`src/rtl/interval_timer_arbiter_pkg.sv`:
```
// interval_timer_arbiter_pkg: shared state encoding and default sizing for the interval timer arbiter.
package interval_timer_arbiter_pkg;
   typedef enum logic [1:0] {S_IDLE = 2'd0, S_RUN = 2'd1, S_DONE = 2'd2} state_e;
   localparam int DEF_NREQ    = 4;
   localparam int DEF_PRE_W   = 14;
   localparam int DEF_PRE_DIV = 10000;
   localparam int DEF_CNT_W   = 14;
endpackage

```
`src/rtl/interval_timer_arbiter_if.sv`:
```
// interval_timer_arbiter_if: request/grant bundle between requesters (master) and the arbiter (slave).
interface interval_timer_arbiter_if
   import interval_timer_arbiter_pkg::*;
#(
   parameter int NREQ  = DEF_NREQ,
   parameter int CNT_W = DEF_CNT_W
);
   logic [NREQ-1:0]       req;
   logic [NREQ*CNT_W-1:0] len;
   logic [NREQ-1:0]       gnt;
   logic [NREQ-1:0]       done;
   logic                  busy;
   logic                  tick;
   modport master (output req, len, input gnt, done, busy, tick);
   modport slave  (input req, len, output gnt, done, busy, tick);
endinterface

```
`src/rtl/interval_timer_arbiter_tick_prescaler.sv`:
```
// tick_prescaler: divides clk by PRE_DIV into a one-cycle tick while enabled; clr restarts the phase.
module tick_prescaler
   import interval_timer_arbiter_pkg::*;
#(
   parameter int PRE_W   = DEF_PRE_W,
   parameter int PRE_DIV = DEF_PRE_DIV
) (
   input  logic clk,
   input  logic rst,
   input  logic clr_i,
   input  logic en_i,
   output logic tick_o
);
   logic [PRE_W-1:0] cnt_q, cnt_d;
   assign tick_o = en_i && (cnt_q == PRE_W'(PRE_DIV - 1));
   assign cnt_d  = (clr_i || tick_o) ? '0 : en_i ? cnt_q + 1'b1 : cnt_q;
   always_ff @(posedge clk or posedge rst) begin
      if (rst) cnt_q <= '0;
      else     cnt_q <= cnt_d;
   end
endmodule

```
`src/rtl/interval_timer_arbiter.sv`:
```
// interval_timer_arbiter: round-robin grants of one shared prescaler; each grant times len ticks.
module interval_timer_arbiter
   import interval_timer_arbiter_pkg::*;
#(
   parameter int NREQ    = DEF_NREQ,
   parameter int PRE_W   = DEF_PRE_W,
   parameter int PRE_DIV = DEF_PRE_DIV,
   parameter int CNT_W   = DEF_CNT_W
) (
   input logic clk,
   input logic rst,
   interval_timer_arbiter_if.slave bus
);
   localparam int RW = $clog2(NREQ);
   state_e          state_q;
   logic [NREQ-1:0] gnt_q;
   logic [RW-1:0]   rr_q, rr_d, win, idx;
   logic [CNT_W-1:0] left_q;
   logic            tick;
   // Descending scan so the first requester at or after rr_q wins.
   always_comb begin
      win = '0;
      idx = '0;
      for (int i = NREQ - 1; i >= 0; i--) begin
         idx = RW'((int'(rr_q) + i) % NREQ);
         if (bus.req[idx]) win = idx;
      end
   end
   assign rr_d = (win == RW'(NREQ - 1)) ? '0 : win + 1'b1;
   tick_prescaler #(.PRE_W(PRE_W), .PRE_DIV(PRE_DIV)) u_pre (
      .clk    (clk),
      .rst    (rst),
      .clr_i  (state_q != S_RUN),
      .en_i   (state_q == S_RUN),
      .tick_o (tick)
   );
   // Abort is tested before the final tick so a dropped request never sees done.
   always_ff @(posedge clk or posedge rst) begin
      if (rst) begin
         state_q <= S_IDLE;
         gnt_q   <= '0;
         rr_q    <= '0;
         left_q  <= '0;
      end else begin
         case (state_q)
            S_IDLE: if (|bus.req) begin
               state_q <= S_RUN;
               gnt_q   <= {{(NREQ-1){1'b0}}, 1'b1} << win;
               left_q  <= bus.len[win*CNT_W +: CNT_W];
               rr_q    <= rr_d;
            end
            S_RUN: if (!(|(bus.req & gnt_q))) begin
               state_q <= S_IDLE;
               gnt_q   <= '0;
               left_q  <= '0;
            end else if (left_q == '0) begin
               state_q <= S_DONE;
            end else if (tick) begin
               left_q <= left_q - 1'b1;
               if (left_q == CNT_W'(1)) state_q <= S_DONE;
            end
            default: begin
               state_q <= S_IDLE;
               gnt_q   <= '0;
            end
         endcase
      end
   end
   assign bus.gnt  = gnt_q;
   assign bus.done = gnt_q & {NREQ{state_q == S_DONE}};
   assign bus.busy = state_q != S_IDLE;
   assign bus.tick = tick;
endmodule
```
`src/flat_wrapper.sv`:
```
// flat-port wrapper written by rule: the top's interface ports become plain ports
module interval_timer_arbiter_flat import interval_timer_arbiter_pkg::*;
#(
   parameter int NREQ    = DEF_NREQ,
   parameter int PRE_W   = DEF_PRE_W,
   parameter int PRE_DIV = DEF_PRE_DIV,
   parameter int CNT_W   = DEF_CNT_W
)
  (clk, rst, bus_req, bus_len, bus_gnt, bus_done, bus_busy, bus_tick);
  interval_timer_arbiter_if #(.NREQ(NREQ), .CNT_W(CNT_W)) bus_i ();
  input logic clk;
  input logic rst;
  input wire logic [$bits(bus_i.req)-1:0] bus_req;
  input wire logic [$bits(bus_i.len)-1:0] bus_len;
  output wire logic [$bits(bus_i.gnt)-1:0] bus_gnt;
  output wire logic [$bits(bus_i.done)-1:0] bus_done;
  output wire logic [$bits(bus_i.busy)-1:0] bus_busy;
  output wire logic [$bits(bus_i.tick)-1:0] bus_tick;
  assign bus_i.req = bus_req;
  assign bus_i.len = bus_len;
  assign bus_gnt = bus_i.gnt;
  assign bus_done = bus_i.done;
  assign bus_busy = bus_i.busy;
  assign bus_tick = bus_i.tick;
  interval_timer_arbiter #(.NREQ(NREQ), .PRE_W(PRE_W), .PRE_DIV(PRE_DIV), .CNT_W(CNT_W)) u_core (.clk(clk), .rst(rst), .bus(bus_i));
endmodule
```
`config.mk`:
```
export PLATFORM = sky130hd
export DESIGN_NAME = interval_timer_arbiter_flat
export DESIGN_NICKNAME = d
export VERILOG_FILES = /design/src/rtl/interval_timer_arbiter_pkg.sv /design/src/rtl/interval_timer_arbiter_if.sv /design/src/rtl/interval_timer_arbiter_tick_prescaler.sv /design/src/rtl/interval_timer_arbiter.sv /design/src/flat_wrapper.sv
export SDC_FILE = /design/constraint.sdc
export NUM_CORES = 1
export LEC_CHECK = 0
export ABC_AREA = 1
export ABC_CLOCK_PERIOD_IN_PS = 2700
export CORE_MARGIN = 4
export CORE_UTILIZATION = 26
export CTS_BUF_LIST = sky130_fd_sc_hd__clkbuf_2 sky130_fd_sc_hd__clkbuf_4 sky130_fd_sc_hd__clkbuf_8
export DETAILED_ROUTE_END_ITERATION = 8
export SKIP_CTS_REPAIR_TIMING = 1
export SLEW_MARGIN = 20
export SYNTH_ARGS = -nofsm -noshare
export SYNTH_HDL_FRONTEND = slang
export SYNTH_HIERARCHICAL = 1
export SYNTH_SLANG_ARGS = --single-unit
```
`constraint.sdc`:
```
create_clock -name clk -period 2.7 [get_ports clk]
set_input_delay 0.54 -clock clk [delete_from_list [all_inputs] [get_ports clk]]
set_output_delay 0.54 -clock clk [all_outputs]
set_load 0.02 [all_outputs]
```
==> flow_metrics.py, run 1 <==
metrics = {
    "yosys": {
        "synth-compound-area-share": 0.09166,
        "syn_inst": 552,
        "ys.flop_type": "dfrtp_1",
        "synth_area_per_cell_sq_um": 6.306,
        "seq_area_frac_synth": 0.2588,
        "synth-simple-area-share": 0.4292,
        "ys_types": 34,
        "synth_fa_ha_area_frac": 0.02516,
        "synth_top_family_by_area": "simple AND/OR/NAND/NOR gates",
        "muxShareOfSynthArea": 0,
        "synth_xor_area_frac": 0.01510,
        "syn_area_sq_mm": 0.003481,
        "yosysTopAreaCell": "dfrtp_1",
        "synth_top_area_frac": 0.2588,
        "synth-edff-count": 0,
        "ys.warnings.count": 6,
        "syn-num-nets": 621,
        "synth-async-reset-ratio": 1.000,
        "synth.ff_latch_count": 36,
        "synth_area_leaders": "dfrtp_1, nand2_1, inv_1, nand3_1, nor2_1",
    },
    "cells_and_area": {
        "drive_above_1_share": 0.1127,
        "final-seq-area_sq_um": 900.9,
        "nNetsFinal": 689,
        "multi_input_area_sq_mm": 0.001953,
        "antenna_cells": 0,
        "stdcell_area_sq_mm": 0.004429,
        "areaGrowthSynthToFinish_pct": 27.25,
        "fillers": 1415,
        "finalNonFillerCells": 797,
    },
    "floorplan": {
        "rows": 42,
        "die-height_microns": 123.7,
        "start_util": 0.2639,
        "fp.dieW_microns": 123.7,
        "die_area_sq_mm": 0.01530,
        "io_pins": 72,
        "core_sq_mm": 0.01319,
    },
    "place": {
        "globalplace.congestion": 0.8041,
        "place_inst": 789,
        "dp_hpwl_microns": 6579,
        "port_buffers": 71,
        "dpl_cell_area_sq_mm": 0.004339,
    },
    "timing": {
        "hold_viol": 0,
        "worstMarginPinSlew_ns": 0.6108,
        "report.final.slew_viol_count": 0,
        "min_period_ns": 2.248,
        "timing.final.crit_share": 0.8326,
        "holdWs_ns": 0.5745,
        "rsz0062_at_grt": "no",
        "final.setup.tns_ns": 0,
        "setup_viol_count_final": 0,
        "slew_headroom": 0.5923,
        "fin_skew_ns": 0.01312,
        "max_freq_ghz": 0.4448,
    },
    "global_route": {
        "grt_max_degree": 31,
        "grt-ovfl-total": 0,
        "grt_pass1_wl_microns": 14590,
        "grt_usage": 0.1148,
        "grt_pass1_vias": 3282,
        "antenna_found_initial": 0,
    },
    "clock_tree": {
        "clockRootBuffer": "clkbuf_8",
        "ctsLongestPathBuffers": 2,
        "insertion_delay_ns": 0.29,
        "cts.clk_slew.worst_paths_ns": 0.07,
        "numCtsBuffers": 5,
        "h-tree-depth": 2,
        "clkSinkCount": 36,
        "tritoncts": "done",
    },
    "worst_setup_path": {
        "timing.rr.end": "u_core/left_q[7]",
        "end_kind": "output pin",
        "ff2ff_setup_slack_ns": 0.71,
        "crit_arrival_ns": 1.71,
        "worstPathMaxFanout": 5,
        "cp-startpoint": "u_core/u_pre/cnt_q[1]",
        "worst-r2r-cell-count": 11,
        "critPathKind": "register to output pin",
        "worstPathRequired_ns": 2.16,
        "worstReg2RegStart": "u_core/left_q[0]",
        "crit_path_start_kind": "register",
        "endpoint": "bus_tick",
    },
    "detailed_routing": {
        "wl_microns": 8480,
        "drt-pass1-iter-count": 4,
        "drc_errors": 0,
        "via_count": 3346,
        "ant_nets": 0,
        "routedWlPerCell_microns": 10.64,
        "via_per_inst": 4.198,
        "first_iter_violations": 198,
    },
    "power": {
        "power.density_mw_per_mm2": 932.4,
        "leakagePower_uw": 0.002242,
        "peakVddDrop_mv": 0.4836,
    },
    "worst_hold_path": {
        "holdCritPathClass": "register to register",
    },
    "run_status": {
        "outcome": "completed",
    },
    "run": {
        "drv_cap": 0,
    },
}
cell families (layout without fill, tap and decap cells):
kind of cell	after synthesis	after routing
adder cells (fa/ha/maj)	7	7
buffers and inverters	135	204
XOR/XNOR	6	6
flip-flops	36	36
AND/OR/NAND/NOR	318	318
AO/OA/AOI/OAI	50	50
critical path, stage by stage (launching register included):
cell            delay [ns]
dfrtp_1               0.41
ha_1                  0.25
nand3_2               0.14
nor2_1                0.14
nand2_1               0.09
inv_1                 0.14
dlymetal6s2s_1        0.26
routing by layer:
layer | GRT usage | vias up | wire length [microns]
met5 | 0 | - | 0
met4 | 0.02907 | 0 | 49
met3 | 0.02452 | 4 | 448
met2 | 0.1889 | 69 | 3816
met1 | 0.1529 | 1429 | 4166
li1 | - | 1844 | -
area by class of cell:
| type | count | area share |
|---|---|---|
| clock inverter | 3 | 0.004237 |
| multi-input combinational | 381 | 0.4410 |
| timing repair buffer | 79 | 0.1859 |
| inverter | 117 | 0.1003 |
| sequential | 36 | 0.2034 |
| clock buffer | 5 | 0.01554 |
| tap | 176 | 0.04972 |
registers in the layout, summed over array words and instances, names as in the netlist:
| register | cells |
|---|---|
| u_core/rr_q | 2 |
| u_core/left_q | 14 |
| u_core/bus.gnt | 4 |
| u_core/state_q | 2 |
| u_core/u_pre/cnt_q | 14 |
where the power goes:
group          leakage, uW  switching [uW]  internal, uW
Sequential        0.000470             141           705
Combinational      0.00172            1780          1110
Clock            0.0000479             213           180
synthesized netlist by cell type (2+ instances only):
cell,count
nor2_1,69
nor2_4,2
buf_2,5
o22ai_1,2
nand3_2,20
nand4_1,10
buf_6,9
inv_2,2
a21boi_1,2
o21ai_0,11
xor2_1,6
nor3_1,4
nor2_2,2
a21oi_1,15
nand3_1,69
inv_1,113
a21oi_2,13
nand2_1,129
inv_4,2
dfrtp_1,36
ha_1,7
nand2_2,10
o21ai_1,2
o21bai_1,2
cells in the final DEF, fill, tap and decap left out, drive strengths merged:
cell,synthesis,routed
xor2,6,6
a31oi,1,1
nand4,10,10
nor2,73,73
o21bai,2,2
buf,17,8
nor3,5,5
clkbuf,1,5
clkdlybuf4s50,0,70
and2,2,2
nand3,89,89
inv,117,117
clkinv,0,3
nand2,139,139
dfrtp,36,36
o22ai,2,2
ha,7,7
a21oi,28,28
o21ai,14,14
dlymetal6s2s,0,1
a21boi,2,2
o21a,1,1
stage by stage:
stage,setup slack (ns),utilization,total power (uW)
final,0.4520,0.3358,4130
after global routing,0.3072,0.3358,4585
after global placement,0.3298,0.3290,3759
after floorplan,0.6714,-,3229
after CTS,0.05120,0.3356,4177
after detailed placement,0.3167,0.3290,3762
worst min path at each step:
stage / start / to / slack, ns / cells past startpoint
2_1_floorplan: rst / u_core/u_pre/cnt_q[0] / 0.43 / 1
3_3_place_gp: u_core/u_pre/cnt_q[0] / u_core/u_pre/cnt_q[0] / 0.55 / 2
3_5_place_dp: u_core/u_pre/cnt_q[0] / u_core/u_pre/cnt_q[0] / 0.55 / 2
4_1_cts: u_core/u_pre/cnt_q[0] / u_core/u_pre/cnt_q[0] / 0.57 / 2
5_1_grt: u_core/u_pre/cnt_q[1] / u_core/u_pre/cnt_q[1] / 0.61 / 2
6_report: u_core/u_pre/cnt_q[0] / u_core/u_pre/cnt_q[0] / 0.57 / 2
No activity file was read; power rests on OpenSTA's default activity.
==> run 2: changes to the inputs <==
ABC_CLOCK_PERIOD_IN_PS = 2100   (was 2700)
clock period = 2.1 ns   (was 2.7 ns; I/O delays follow)
==> flow_metrics.py, run 2 (synthesized netlist as in run 1, its figures left out) <==
metrics = {
    "run_status": {
        "outcome": "completed",
    },
    "detailed_routing": {
        "drt-pass1-iter-count": 4,
        "routed.top_layer": "met4",
        "via_count": 3405,
        "wl_met2_microns": 3832,
        "ant_nets": 0,
        "met1_length_microns": 4346,
        "routedWlPerCell_microns": 10.58,
        "first_iter_violations": 151,
        "wl_met3_microns": 378,
        "wl_microns": 8640,
        "via_per_inst": 4.168,
        "drc_errors": 0,
    },
    "global_route": {
        "antenna_found_initial": 0,
        "grt_usage": 0.1187,
        "grt_pass1_vias": 3418,
        "grt_pass1_wl_microns": 15040,
        "grt_max_degree": 29,
        "grt-ovfl-total": 0,
    },
    "timing": {
        "timing.final.crit_share": 0.9508,
        "min_period_ns": 1.997,
        "setup_viol_count_final": 0,
        "worstMarginPinSlew_ns": 0.5681,
        "hold_viol": 0,
        "slew_headroom": 0.6209,
        "report.final.slew_viol_count": 0,
        "max_freq_ghz": 0.5008,
        "fin_skew_ns": 0.009234,
    },
    "floorplan": {
        "rows": 42,
        "start_util": 0.2639,
        "fp.dieW_microns": 123.7,
        "core_sq_mm": 0.01319,
        "die-height_microns": 123.7,
        "io_pins": 72,
        "die_area_sq_mm": 0.01530,
    },
    "power": {
        "peakVddDrop_mv": 0.5546,
        "switchingPower_uw": 2812,
        "switching_share": 0.5009,
        "p_clk_frac": 0.094,
        "leakagePower_uw": 0.002353,
        "seqPwrFrac": 0.193,
        "share_comb_of_total_power": 0.713,
        "power.density_mw_per_mm2": 1212,
        "p_int_uw": 2803,
    },
    "cells_and_area": {
        "fin_util": 0.3512,
        "drive_above_1_share": 0.1466,
        "final_common_cell": "nand2_1",
        "nNetsFinal": 709,
        "stdcell_area_sq_mm": 0.004632,
        "fillers": 1401,
        "final_cell_mix": "nand2_1, inv_1, clkdlybuf4s50_1, nor2_1, nand3_1",
        "areaGrowthSynthToFinish_pct": 33.07,
        "antenna_cells": 0,
    },
    "place": {
        "dp_hpwl_microns": 6765,
        "dpl_cell_area_sq_mm": 0.004507,
        "port_buffers": 71,
        "globalplace.congestion": 0.8126,
    },
    "worst_setup_path": {
        "ff2ff_setup_slack_ns": 0.19,
        "max_stage_delay_ns": 0.61,
        "crit_buf_inv": 2,
        "critPathKind": "register to output pin",
        "path_cells": "buf_4 -> nand2_1 -> nor2_1 -> clkdlybuf4s50_1",
        "crit_family": "buffers and inverters",
        "crit_slowest_cell": "clkdlybuf4s50_1",
        "timing.rr.end": "u_core/left_q[9]",
        "crit_path_start_kind": "register",
        "worst-r2r-cell-count": 11,
        "worstPathMaxFanout": 4,
        "crit_arrival_ns": 1.58,
        "worstPathRequired_ns": 1.68,
        "end_kind": "output pin",
        "worstReg2RegStart": "u_core/left_q[0]",
    },
    "clock_tree": {
        "clkSinkCount": 36,
        "tritoncts": "done",
        "h-tree-depth": 2,
        "insertion_delay_ns": 0.30,
        "clockRootBuffer": "clkbuf_8",
        "cts.clk_slew.worst_paths_ns": 0.09,
        "ctsLongestPathBuffers": 2,
        "numCtsBuffers": 5,
    },
    "run": {
        "drv_cap": 0,
    },
    "worst_hold_path": {
        "holdCritPathClass": "input pin to asynchronous set/reset pin",
    },
}
run 2: power by group through the flow:
stage	sequential, uW	clock [uW]	combinational, uW
floorplan	1060	0	3090
global placement	1090	0	3870
detailed placement	1090	0	3900
CTS	1080	544	3910
global route	1120	578	4540
finish	1090	525	4000
run 2: stage by stage:
stage	total power [uW]	setup TNS (ns)	instances	hold slack, ns	setup slack (ns)
finish	5615	0	817	0.4977	0.1034
global route	6234	-0.003000	817	0.5483	-0.001610
CTS	5533	-0.2670	816	0.5218	-0.2670
detailed placement	4992	-3.075	808	0.5825	-0.2305
global placement	4960	-1.907	808	0.5858	-0.1564
floorplan	4151	0	552	0.3092	0.07141
run 2: how the worst max path moves through the flow:
stage | from | endpoint | cells past startpoint
6_report | u_core/state_q[1] | bus_done[0] | 4
2_1_floorplan | u_core/state_q[1] | u_core/left_q[12] | 12
5_1_grt | bus_req[3] | u_core/left_q[8] | 14
4_1_cts | u_core/u_pre/cnt_q[0] | bus_tick | 6
3_3_place_gp | bus_req[1] | u_core/left_q[8] | 15
3_5_place_dp | bus_req[3] | u_core/left_q[8] | 14
run 2: tightest hold or removal path, cell delays in order:
cell and delay [ns]:
clkdlybuf4s50_1 0.42, inv_1 0.06, buf_4 0.29
run 2: area by class of cell:
| type | instances | area (sq um) | share of cell area |
|---|---|---|---|
| well taps | 176 | 220.2 | 0.04754 |
| flip-flops and latches | 36 | 902.1 | 0.1948 |
| clock inverters | 3 | 21.27 | 0.004592 |
| multi-input cells | 381 | 1964 | 0.4241 |
| clock buffers | 5 | 68.82 | 0.01486 |
| inverters | 117 | 444.2 | 0.09589 |
| repair buffers | 99 | 1011 | 0.2183 |
run 2: routing by layer:
layer,vias up,global-route usage
met2,73,0.1936
met4,0,0.02768
met3,7,0.02452
li1,1878,-
met1,1447,0.1611
met5,-,0
==> run 3: changes to the inputs <==
ABC_CLOCK_PERIOD_IN_PS = 1950   (was 2100)
PLACE_DENSITY = 0.54   (was default)
clock period = 1.95 ns   (was 2.1 ns; I/O delays follow)
==> flow_metrics.py, run 3 (synthesized netlist as in run 1, its figures left out) <==
metrics = {
    "run_status": {
        "outcome": "completed",
    },
    "worst_setup_path": {
        "end_kind": "register",
        "crit_arrival_ns": 2.02,
        "crit_path_start_kind": "register",
        "worstPathRequired_ns": 2.13,
        "critPathKind": "register to register",
        "worstPathMaxFanout": 8,
    },
    "clock_tree": {
        "h-tree-depth": 2,
        "tritoncts": "done",
        "cts.clk_slew.worst_paths_ns": 0.08,
        "clockRootBuffer": "clkbuf_8",
        "numCtsBuffers": 5,
        "insertion_delay_ns": 0.29,
        "ctsLongestPathBuffers": 2,
        "clkSinkCount": 36,
    },
    "detailed_routing": {
        "drc_errors": 0,
        "drt-pass1-iter-count": 4,
        "ant_nets": 0,
        "first_iter_violations": 212,
        "routedWlPerCell_microns": 11.84,
        "wl_microns": 9909,
        "via_count": 3686,
        "via_per_inst": 4.404,
    },
    "global_route": {
        "grt_pass1_vias": 3726,
        "antenna_found_initial": 0,
        "grt_pass1_wl_microns": 16000,
        "grt_usage": 0.1257,
        "grt_max_degree": 29,
        "grt-ovfl-total": 0,
    },
    "timing": {
        "slew_headroom": 0.6221,
        "setup_viol_count_final": 0,
        "report.final.slew_viol_count": 0,
        "worstMarginPinSlew_ns": 0.5662,
        "rsz0062_at_grt": "no",
        "timing.final.crit_share": 0.9463,
        "min_period_ns": 1.845,
        "hold_viol": 0,
        "fin_skew_ns": 0.008483,
        "max_freq_ghz": 0.5419,
    },
    "place": {
        "globalplace.congestion": 0.8678,
        "dpl_cell_area_sq_mm": 0.004607,
        "port_buffers": 71,
        "dp_hpwl_microns": 7400,
    },
    "power": {
        "peakVddDrop_mv": 0.7126,
        "power.density_mw_per_mm2": 1382,
        "leakagePower_uw": 0.002603,
    },
    "cells_and_area": {
        "drive_above_1_share": 0.2057,
        "final_common_cell": "nand2_1",
        "stdcell_area_sq_mm": 0.004971,
        "antenna_cells": 0,
        "final_cell_mix": "nand2_1, inv_1, nor2_1, nand3_1, clkdlybuf4s50_1",
        "multi_input_area_sq_mm": 0.002063,
        "fin_util": 0.3769,
        "areaGrowthSynthToFinish_pct": 42.81,
        "fillers": 1380,
        "nNetsFinal": 730,
        "final-seq-area_sq_um": 903.4,
    },
    "worst_hold_path": {
        "holdCritPathClass": "input pin to asynchronous set/reset pin",
    },
    "floorplan": {
        "io_pins": 72,
        "die_area_sq_mm": 0.01530,
        "start_util": 0.2639,
        "die-height_microns": 123.7,
        "core_sq_mm": 0.01319,
        "rows": 42,
        "fp.dieW_microns": 123.7,
    },
    "run": {
        "drv_cap": 0,
    },
}
[run 3: worst paths after layout]
path	from	end	slack [ns]	depth (start not counted)
setup / recovery	u_core/rr_q[0]	u_core/rr_q[1]	0.10	11
hold / removal	rst	u_core/bus.gnt[2]	0.48	3
setup reg to reg	u_core/rr_q[0]	u_core/rr_q[1]	0.10	11
hold reg to reg	u_core/bus.gnt[1]	u_core/bus.gnt[1]	0.60	2
max in group asynchronous	rst	u_core/u_pre/cnt_q[10]	1.09	2
min in group clk	u_core/bus.gnt[1]	u_core/bus.gnt[1]	0.60	2
[run 3: metrics by stage]
stage                     cells  setup slack, ns  hold slack [ns]  setup TNS, ns  total power, uW
final                       837           0.1047           0.4800              0             6871
after floorplan             552          0.03587           0.2792              0             4474
after CTS                   828          -0.3055           0.4919        -0.6303             6106
after global placement      821          -0.2317           0.5761         -3.605             5443
after detailed placement    821          -0.2946           0.5849         -4.784             5495
after global routing        837       0.00006484           0.5241              0             7550
[run 3: routing by layer]
layer  vias up  track usage  wire length [microns]
met4         0      0.02630                     32
met1      1661       0.1585                   4508
met3         2      0.02225                    461
met2        99       0.2237                   4907
li1       1924            -                      -
met5         -            0                      0
[run 3: critical path, cell delays in order, from the launching register on]
cell and delay [ns]:
dfrtp_2 0.49, inv_4 0.10, nand3_1 0.07, and2_4 0.16
nand3_4 0.10, nand2_4 0.07, nand2_8 0.11, nand2_8 0.09
buf_4 0.14, ha_1 0.27, nor2_1 0.09, a21oi_1 0.05
[run 3: cell type report]
type / instances / area share
Inverter: 117 / 0.08986
Timing Repair Buffer: 120 / 0.2497
Clock buffer: 7 / 0.01938
Tap cell: 176 / 0.04430
Sequential cell: 36 / 0.1817
Multi-Input combinational cell: 381 / 0.4151
[run 3: where the power goes]
| group | total (uW) | switching, uW | internal [uW] |
|---|---|---|---|
| logic | 5120 | 2900 | 2220 |
| clock network | 588 | 273 | 315 |
| registers | 1170 | 185 | 981 |
